--- src/rtl/ucode_seq_if.sv ---
// ucode_seq_if: sequencer <-> microcode ROM/datapath signal bundle.
// The master drives the microword fields and CPU inputs; the slave (sequencer) returns upc and status.
interface ucode_seq_if #(
    parameter int UA_W = 10,
    parameter int OP_W = 8
);
    logic            rdy;
    logic            irq;
    logic            nmi;
    logic            i_flag;
    logic            cond;
    logic [OP_W-1:0] opcode;
    logic [2:0]      seq_op;
    logic [UA_W-1:0] seq_tgt;
    logic [UA_W-1:0] upc;
    logic            sync;
    logic [1:0]      int_ack;
    logic            stack_err;

    modport master (
        output rdy, irq, nmi, i_flag, cond, opcode, seq_op, seq_tgt,
        input  upc, sync, int_ack, stack_err
    );

    modport slave (
        input  rdy, irq, nmi, i_flag, cond, opcode, seq_op, seq_tgt,
        output upc, sync, int_ack, stack_err
    );
endinterface

--- src/rtl/ucode_seq.sv ---
// ucode_seq: 65C02 microcode sequencer with call stack, NMI/IRQ dispatch and RDY stall.
// Optional feature macro SEQ_NMI_EN: NMI edge detect, pending latch and NMI_VEC dispatch.
module ucode_seq #(
    parameter int              UA_W        = 10,
    parameter int              OP_W        = 8,
    parameter int              STACK_DEPTH = 2,
    parameter logic [UA_W-1:0] RST_VEC     = 10'h3FC,
    parameter logic [UA_W-1:0] NMI_VEC     = 10'h3F8,
    parameter logic [UA_W-1:0] IRQ_VEC     = 10'h3F4
) (
    input logic        clk,
    input logic        rst_n,
    ucode_seq_if.slave bus
);
    localparam int SP_W = $clog2(STACK_DEPTH + 1);
    localparam logic [2:0] NEXT   = 3'd0;
    localparam logic [2:0] JUMP   = 3'd1;
    localparam logic [2:0] BCOND  = 3'd2;
    localparam logic [2:0] BNCOND = 3'd3;
    localparam logic [2:0] CALL   = 3'd4;
    localparam logic [2:0] RET    = 3'd5;
    localparam logic [2:0] FETCH  = 3'd6;
    localparam logic [2:0] HALT   = 3'd7;

    logic [UA_W-1:0] upc, upc_inc, upc_nxt, op_addr;
    logic [UA_W-1:0] stack [1<<SP_W];
    logic [SP_W-1:0] sp;
    logic [1:0]      int_ack, ack_nxt;
    logic            stack_err, full, empty, push, pop, err, take_irq, nmi_pend;

    always_comb begin
        upc_inc  = upc + UA_W'(1);
        op_addr  = UA_W'(bus.opcode) << (UA_W - OP_W);
        full     = sp == SP_W'(STACK_DEPTH);
        empty    = sp == '0;
        push     = bus.seq_op == CALL && !full;
        pop      = bus.seq_op == RET && !empty;
        err      = (bus.seq_op == CALL && full) || (bus.seq_op == RET && empty);
        take_irq = !nmi_pend && bus.irq && !bus.i_flag;
        ack_nxt  = bus.seq_op == FETCH ? {nmi_pend, take_irq} : 2'b00;
        upc_nxt  = upc_inc;
        case (bus.seq_op)
            NEXT:    upc_nxt = upc_inc;
            JUMP:    upc_nxt = bus.seq_tgt;
            BCOND:   upc_nxt = bus.cond ? bus.seq_tgt : upc_inc;
            BNCOND:  upc_nxt = bus.cond ? upc_inc : bus.seq_tgt;
            CALL:    upc_nxt = bus.seq_tgt;
            RET:     upc_nxt = pop ? stack[sp - SP_W'(1)] : upc_inc;
            FETCH:   upc_nxt = nmi_pend ? NMI_VEC : take_irq ? IRQ_VEC : op_addr;
            HALT:    upc_nxt = upc;
            default: upc_nxt = upc_inc;
        endcase
    end

    always_ff @(posedge clk or negedge rst_n) begin
        if (!rst_n) begin
            upc       <= RST_VEC;
            sp        <= '0;
            int_ack   <= 2'b00;
            stack_err <= 1'b0;
        end else if (bus.rdy) begin
            upc       <= upc_nxt;
            sp        <= push ? sp + SP_W'(1) : pop ? sp - SP_W'(1) : sp;
            int_ack   <= ack_nxt;
            stack_err <= stack_err | err;
        end
    end

    // Contents need no reset: sp=0 makes every entry unreachable until rewritten.
    always_ff @(posedge clk) begin
        if (bus.rdy && push) stack[sp] <= upc_inc;
    end

`ifdef SEQ_NMI_EN
    logic nmi_q;
    // A fresh edge wins over the dispatch clear so a back-to-back NMI is not lost.
    always_ff @(posedge clk or negedge rst_n) begin
        if (!rst_n) begin
            nmi_q    <= 1'b0;
            nmi_pend <= 1'b0;
        end else begin
            nmi_q <= bus.nmi;
            if (bus.nmi && !nmi_q) nmi_pend <= 1'b1;
            else if (bus.sync && nmi_pend) nmi_pend <= 1'b0;
        end
    end
`else
    logic nmi_unused;
    assign nmi_unused = bus.nmi;
    assign nmi_pend   = 1'b0;
`endif

    assign bus.upc       = upc;
    assign bus.sync      = bus.rdy && bus.seq_op == FETCH;
    assign bus.int_ack   = int_ack;
    assign bus.stack_err = stack_err;
endmodule
--- src/flat_wrapper.sv ---
// flat-port wrapper written by rule: the top's interface ports become plain ports
module ucode_seq_flat 
#(
    parameter int              UA_W        = 10,
    parameter int              OP_W        = 8,
    parameter int              STACK_DEPTH = 2,
    parameter logic [UA_W-1:0] RST_VEC     = 10'h3FC,
    parameter logic [UA_W-1:0] NMI_VEC     = 10'h3F8,
    parameter logic [UA_W-1:0] IRQ_VEC     = 10'h3F4
)
  (clk, rst_n, bus_rdy, bus_irq, bus_nmi, bus_i_flag, bus_cond, bus_opcode, bus_seq_op, bus_seq_tgt, bus_upc, bus_sync, bus_int_ack, bus_stack_err);
  ucode_seq_if #(.UA_W(UA_W), .OP_W(OP_W)) bus_i ();
  input logic clk;
  input logic rst_n;
  input wire logic [$bits(bus_i.rdy)-1:0] bus_rdy;
  input wire logic [$bits(bus_i.irq)-1:0] bus_irq;
  input wire logic [$bits(bus_i.nmi)-1:0] bus_nmi;
  input wire logic [$bits(bus_i.i_flag)-1:0] bus_i_flag;
  input wire logic [$bits(bus_i.cond)-1:0] bus_cond;
  input wire logic [$bits(bus_i.opcode)-1:0] bus_opcode;
  input wire logic [$bits(bus_i.seq_op)-1:0] bus_seq_op;
  input wire logic [$bits(bus_i.seq_tgt)-1:0] bus_seq_tgt;
  output wire logic [$bits(bus_i.upc)-1:0] bus_upc;
  output wire logic [$bits(bus_i.sync)-1:0] bus_sync;
  output wire logic [$bits(bus_i.int_ack)-1:0] bus_int_ack;
  output wire logic [$bits(bus_i.stack_err)-1:0] bus_stack_err;
  assign bus_i.rdy = bus_rdy;
  assign bus_i.irq = bus_irq;
  assign bus_i.nmi = bus_nmi;
  assign bus_i.i_flag = bus_i_flag;
  assign bus_i.cond = bus_cond;
  assign bus_i.opcode = bus_opcode;
  assign bus_i.seq_op = bus_seq_op;
  assign bus_i.seq_tgt = bus_seq_tgt;
  assign bus_upc = bus_i.upc;
  assign bus_sync = bus_i.sync;
  assign bus_int_ack = bus_i.int_ack;
  assign bus_stack_err = bus_i.stack_err;
  ucode_seq #(.UA_W(UA_W), .OP_W(OP_W), .STACK_DEPTH(STACK_DEPTH), .RST_VEC(RST_VEC), .NMI_VEC(NMI_VEC), .IRQ_VEC(IRQ_VEC)) u_core (.clk(clk), .rst_n(rst_n), .bus(bus_i));
endmodule
--- config.mk ---
export PLATFORM = sky130hd
export DESIGN_NAME = ucode_seq_flat
export DESIGN_NICKNAME = d
export VERILOG_FILES = /design/src/rtl/ucode_seq_if.sv /design/src/rtl/ucode_seq.sv /design/src/flat_wrapper.sv
export SDC_FILE = /design/constraint.sdc
export NUM_CORES = 1
export LEC_CHECK = 0
export CORE_MARGIN = 10
export CORE_UTILIZATION = 50
export CTS_CLUSTER_DIAMETER = 30
export DETAILED_ROUTE_END_ITERATION = 10
export DONT_BUFFER_PORTS = 1
export GPL_TIMING_DRIVEN = 0
export PLACE_DENSITY = 0.66
export SLEW_MARGIN = 40
export SYNTH_ARGS = -nofsm -noshare
export SYNTH_HDL_FRONTEND = slang
export SYNTH_SLANG_ARGS = --single-unit
--- constraint.sdc ---
create_clock -name clk -period 2.77 [get_ports clk]
set_input_delay 0.4155 -clock clk [delete_from_list [all_inputs] [get_ports clk]]
set_output_delay 0.4155 -clock clk [all_outputs]
set_load 0.02 [all_outputs]
==> results of run 1 <==
[area by class of cell]
class                           count  area, sq um
Inverter                            7         26.3
Timing Repair Buffer                1         10.0
Clock buffer                        7         86.3
Fill cell                         429         2260
Sequential cell                    54         1560
Tap cell                           70         87.6
Clock inverter                      1         5.00
Multi-Input combinational cell    140         1070
Buffer                             12         67.6
[power by group through the flow]
stage / logic, uW / registers, uW / clock network, uW
global placement: 694 / 1220 / 0
finish: 733 / 1210 / 443
detailed placement: 718 / 1230 / 0
global route: 801 / 1220 / 483
floorplan: 564 / 1190 / 0
CTS: 731 / 1210 / 449
[path summary, 6_finish.rpt]
check	depth (start not counted)	slack [ns]	endpoint	start
max	8	0.20	u_core.bus.upc[2]$_DFFE_PN1P_	u_core.sp[0]$_DFFE_PN0P_
max reg2reg	8	0.20	u_core.bus.upc[2]$_DFFE_PN1P_	u_core.sp[0]$_DFFE_PN0P_
min in group asynchronous	1	0.59	u_core.sp[1]$_DFFE_PN0P_	rst_n
max in group asynchronous	1	1.73	u_core.bus.upc[0]$_DFFE_PN0P_	rst_n
min reg2reg	2	0.62	u_core.bus.upc[3]$_DFFE_PN1P_	u_core.bus.upc[3]$_DFFE_PN1P_
min	2	0.31	u_core.bus.upc[3]$_DFFE_PN1P_	bus_opcode[1]
[cell usage after synthesis (all sizes together) (6+ instances only)]
cell | number | share of area [%]
buf | 9 | 2.0
nand3 | 7 | 1.5
dfstp | 8 | 7.8
a211o | 6 | 2.0
edfxtp | 40 | 45
a21oi | 8 | 1.5
mux4 | 10 | 8.4
nand2 | 11 | 1.5
dfrtp | 6 | 5.6
inv | 7 | 0.98
o21ai | 20 | 3.7
a22oi | 10 | 3.0
and3 | 9 | 2.1
[routing by layer]
| layer | GRT usage, % | up-vias |
|---|---|---|
| met5 | 0 | - |
| met4 | 5.78 | 0 |
| met3 | 5.12 | 12 |
| met2 | 23.8 | 73 |
| met1 | 17.7 | 931 |
| li1 | - | 806 |
[worst reg2reg max path, stage by stage, from the launching register on]
cell and delay, ns:
dfrtp_1 0.51, buf_4 0.31, inv_1 0.09, ha_1 0.37, buf_2 0.33, mux4_2 0.37, a22oi_1 0.18, a21oi_1 0.10
a211o_1 0.24
[what timing repair did]
item,4_1_cts,5_1_grt
resized for setup,1,3
hold buffers,1,0
setup endpoints to repair,5,30
setup buffers,0,0
endpoints found under the hold margin,14,0
[kinds of logic after synthesis]
| group | share of synthesized area, % |
|---|---|
| mux | 8.81 |
| buf+inv | 3.45 |
| fa+ha+maj | 2.33 |
| flops | 58.2 |
| xor+xnor | 2.94 |
| other cells | 0.140 |
| compound gates | 12.9 |
| simple gates | 11.3 |
[per-stage QoR]
| stage | util, % | std cells | cell area [sq um] |
|---|---|---|---|
| 2_1_floorplan | - | 213 | 2720 |
| 6_report | 56.4 | 292 | 2920 |
| 3_5_place_dp | 54.3 | 283 | 2810 |
| 3_3_place_gp | 54.3 | 283 | 2810 |
| 5_1_grt | 56.4 | 292 | 2920 |
| 4_1_cts | 56.3 | 292 | 2910 |
[sequential cells by signal, summed over array words and instances, names as in the netlist]
name and cells:
u_core.bus.int_ack 1, u_core.bus.stack_err 1, u_core.bus.upc 10, u_core.sp 2, u_core.stack 40
==> results.cfg, run 1 <==
[status]
outcome = finished clean

[power]
power.share.clock_pct = 18.6
pwr_density_cell_nw_per_um2 = 817
p_comb_share_pct = 30.7
leakage_uw = 0.00107
power_uw = 2380
p_int_uw = 1590
switchingPower_uw = 793
ir_worst_vdd_mv = 0.390
seqPwrFrac_pct = 50.6
netSwitchingFraction_pct = 33.3

[floorplan]
die-height_um = 93.3
die_area_sq_um = 8700
die_w_um = 93.3
coreArea_sq_um = 5170
initial_core_util_pct = 51.9
rows = 26
ios = 42

[route]
dr.max_layer_used = met4
drt-pass1-iter-count = 4
drtIter0Drc = 159
wl_met1_mm = 2.56
wl_met2_mm = 3.20
vias = 1822
ant_nets = 0
avgRoutedWirePerCell_um = 21.8
viasPerCell = 6.24
drt-total-wl_mm = 6.38
met3_length_um = 511
drt_drc_violations_left = 0

[grt]
grt_max_degree = 16
grt_pass1_vias = 1843
grt.total_usage_pct = 14.8
grt_pass1_wl_mm = 9.87
grt-ovfl-total = 0
antenna_found_initial = 0

[sta]
skew_ns = 0.00999
setup_violations = 0
setup_ws_ns = 0.204
grt_setup_unrepaired = no
worst_slew_pin_slew_ns = 0.703
holdWs_ns = 0.313
finalHoldViolations = 0
slew_violations = 0
slew_headroom_pct = 53.0
setup_tns_ns = 0
fmax_mhz = 390
period_share_pct = 92.6
layout_min_cycle_time_ns = 2.57

[setup_path]
cpMaxStageDelayCell = dfrtp_1
worstPathCellList = buf_4 -> inv_1 -> ha_1 -> buf_2 -> mux4_2 -> a22oi_1 -> a21oi_1 -> a211o_1
cp_data_arrival_time_ns = 2.80
cp_max_fo = 10
slowest_delay_ns = 0.51
critPathCaptureType = flop
cp-start-kind = flop
path_buf_inv = 3
critical_path_class = flop to flop
cp.required_ns = 3.01
path_delay_family = buffers and inverters

[final_layout]
drive_gt1_share_pct = 19.4
final_cell_mix = edfxtp_1 (40), o21ai_0 (18), nand2_1 (11), conb_1 (11), mux4_2 (10)
area_growth_pct = 8.62
nets = 254
antenna_cells = 0
final_common_cell = edfxtp_1

[clocking]
clock_tree.root_cell = clkbuf_8
h-tree-depth = 2
clk_path_buf_depth = 2
clk_latency_ns = 0.30
clock_sinks = 54
clkSlewWorstSetupHoldPaths_ns = 0.09
cts_tree = done
cts_buffers = 5

[yosys]
ys_async_sr_fraction_pct = 25.9
synth-edff-count = 40
ys_seq_area_share_pct = 58.2
ys.flop_type = edfxtp_1
synth_warnings = 0
syn_area_per_cell_sq_um = 13.2
syn-cell-area_sq_um = 2690
synthCells = 203
ys_types = 46
ys_seq_elements = 54

[placed_design]
dpl.hpwl_mm = 4.50
port_buffers = 0
routabilityCongestion = 0.816
pre_cts_slack_ns = -0.109

[flow_run]
maxCapViolations = 0

[min_path]
hold_class = input pin to flop
Note: power is estimated with default switching activity, not from simulation.
==> run 2: changes to the inputs <==
--- a/config.mk
+++ b/config.mk
@@ -5,7 +5,8 @@
 export SDC_FILE = /design/constraint.sdc
 export NUM_CORES = 1
 export LEC_CHECK = 0
-export CORE_MARGIN = 10
+export ABC_AREA = 1
+export CORE_MARGIN = 3
 export CORE_UTILIZATION = 50
 export CTS_CLUSTER_DIAMETER = 30
 export DETAILED_ROUTE_END_ITERATION = 10
==> run 2 against run 1 <==
Non-clock buffer count down 3. Register-to-register slack better by 0.22 ns. Clock power increased by 6.5%. Worst hold slack got worse by 0.094 ns. Clock-buffer cell count decreased by 1.
==> results.cfg, run 2 <==
[placed_design]
place_inst = 383
dpl.hpwl_mm = 4.67
port_buffers = 0
routabilityCongestion = 0.832

[floorplan]
die-height_um = 80.9
die_w_um = 80.9
coreArea_sq_um = 5270
ios = 42
initial_core_util_pct = 53.3
die_area_sq_um = 6550
rows = 26

[yosys]
ys.flop_type = edfxtp_1
yosys.area.top_type = edfxtp_1
synth_warnings = 0
synthCells = 303
ys_async_sr_fraction_pct = 25.9
ys_seq_area_share_pct = 55.6
ys_seq_elements = 54
yosysMostFrequentCell = nand2_1
synth-edff-count = 40
yosys-top-cells-count = nand2_1 (87), nand3_1 (50), edfxtp_1 (40)
ys_types = 37
syn-cell-area_sq_um = 2810
synth_area_leaders = edfxtp_1 (43%), nand2_1 (12%), nand3_1 (8.9%)
syn_area_per_cell_sq_um = 9.26
yosysTopAreaCellShare_pct = 42.8

[setup_path]
path_buf_inv = 3
critical_path_class = flop to flop
worstPathCellList = inv_1 -> buf_2 -> ha_1 -> inv_1 -> nand4_1 -> or2_1 -> nor2_2
cp-start-kind = flop
crit_top_cell = inv_1
path_delay_family = simple AND/OR/NAND/NOR gates
cp_data_arrival_time_ns = 2.29
slowest_delay_ns = 0.53
cp.required_ns = 2.72
critPathCaptureType = flop
cp_max_fo = 11
cpMaxStageDelayCell = nor2_2

[final_layout]
final_cell_mix = nand2_1 (87), nand3_1 (50), edfxtp_1 (40)
fin_util_pct = 57.8
largest_register_ffs = 40
area_growth_pct = 8.60
top_regs = u_core.stack: 40 flops, u_core.bus.upc: 10 flops, u_core.sp: 2 flops
finalNonFillerCells = 392
final_common_cell = nand2_1
nets = 354
antenna_cells = 0
top_register = u_core.stack
drive_gt1_share_pct = 15.2

[power]
switchingPower_uw = 1020
power_uw = 2560
p_int_uw = 1540
ir_worst_vdd_mv = 0.467
p_comb_share_pct = 33.8
leakage_uw = 0.00124
seqPwrFrac_pct = 47.8
power.share.clock_pct = 18.4
netSwitchingFraction_pct = 39.9
pwr_density_cell_nw_per_um2 = 841

[sta]
skew_ns = 0.00647
worst_slew_pin_slew_ns = 0.744
layout_min_cycle_time_ns = 2.34
slew_violations = 0
setup_tns_ns = 0
fmax_mhz = 427
slew_headroom_pct = 50.3
setup_violations = 0
period_share_pct = 84.6
finalHoldViolations = 0
grt_setup_unrepaired = no

[route]
drt-total-wl_mm = 6.49
vias = 2146
ant_nets = 0
drt-pass1-iter-count = 4
viasPerCell = 5.47
avgRoutedWirePerCell_um = 16.6
drtIter0Drc = 187
drt_drc_violations_left = 0

[clocking]
cts_buffers = 5
post-cts-setup-buffers = 0
clock_sinks = 54
clk_path_buf_depth = 2
cts_tree = done
post_cts_resized = 0
clock_tree.root_cell = clkbuf_8
clk_latency_ns = 0.31
clkSlewWorstSetupHoldPaths_ns = 0.10
h-tree-depth = 2
cts-hold-fix-buffers = 1

[grt]
grt.total_usage_pct = 21.0
antenna_found_initial = 0
grt_pass1_vias = 1974
grt_max_degree = 18
grt_pass1_wl_mm = 10.0
grt-ovfl-total = 0

[flow_run]
maxCapViolations = 0

[min_path]
hold_class = input pin to flop

[status]
outcome = finished clean
-- run 2: per-stage QoR --
stage | area, sq um | hold WS, ns | setup WS [ns]
after CTS | 3050 | 0.214 | 0.366
after global placement | 2930 | 0.120 | 0.130
after detailed placement | 2940 | 0.120 | 0.393
final | 3050 | 0.220 | 0.426
after floorplan | 2840 | 0.120 | 0.674
after global routing | 3050 | 0.224 | 0.215
-- run 2: final cells by class --
type	count	area [sq um]
fillers	467	2220
flip-flops and latches	54	1560
multi-input cells	225	1140
inverters	25	93.8
well taps	70	87.6
clock buffers	6	82.6
plain buffers	9	51.3
clock inverters	2	16.3
repair buffers	1	10.0
-- run 2: logic make-up (layout without fill, tap and decap cells) --
family,after synthesis,after routing,synth area share [%]
xor+xnor,6,6,2.41
compound gates,29,29,6.20
other cells,1,11,0.134
buf+inv,34,43,5.17
flops,54,54,55.6
fa+ha+maj,5,5,2.23
simple gates,174,174,28.2
-- run 2: worst paths after layout --
path	slack (ns)	cells past startpoint	endpoint	startpoint
min in group asynchronous	0.60	1	u_core.sp[1]$_DFFE_PN0P_	rst_n
min	0.22	1	u_core.bus.stack_err$_DFFE_PN0P_	bus_rdy
max	0.43	7	u_core.stack[0][8]$_DFFE_PP_	u_core.sp[0]$_DFFE_PN0P_
max reg2reg	0.43	7	u_core.stack[0][8]$_DFFE_PP_	u_core.sp[0]$_DFFE_PN0P_
max in group asynchronous	1.70	1	u_core.bus.upc[1]$_DFFE_PN0P_	rst_n
min reg2reg	0.60	2	u_core.bus.upc[2]$_DFFE_PN1P_	u_core.bus.upc[2]$_DFFE_PN1P_
-- run 2: layer usage --
layer / up-vias / GRT usage (%) / part of all wire, %
li1: 1049 / - / -
met1: 1005 / 26.6 / 41
met2: 83 / 36.1 / 49
met3: 9 / 4.32 / 8.6
met4: 0 / 6.08 / 1.3
met5: - / 0 / 0
-- run 2: power groups by stage --
stage	clock [uW]	combinational, uW	sequential (uW)
6_report	472	868	1220
5_1_grt	512	978	1240
4_1_cts	478	872	1230
3_5_place_dp	0	862	1240
3_3_place_gp	0	840	1240
2_1_floorplan	0	639	1210
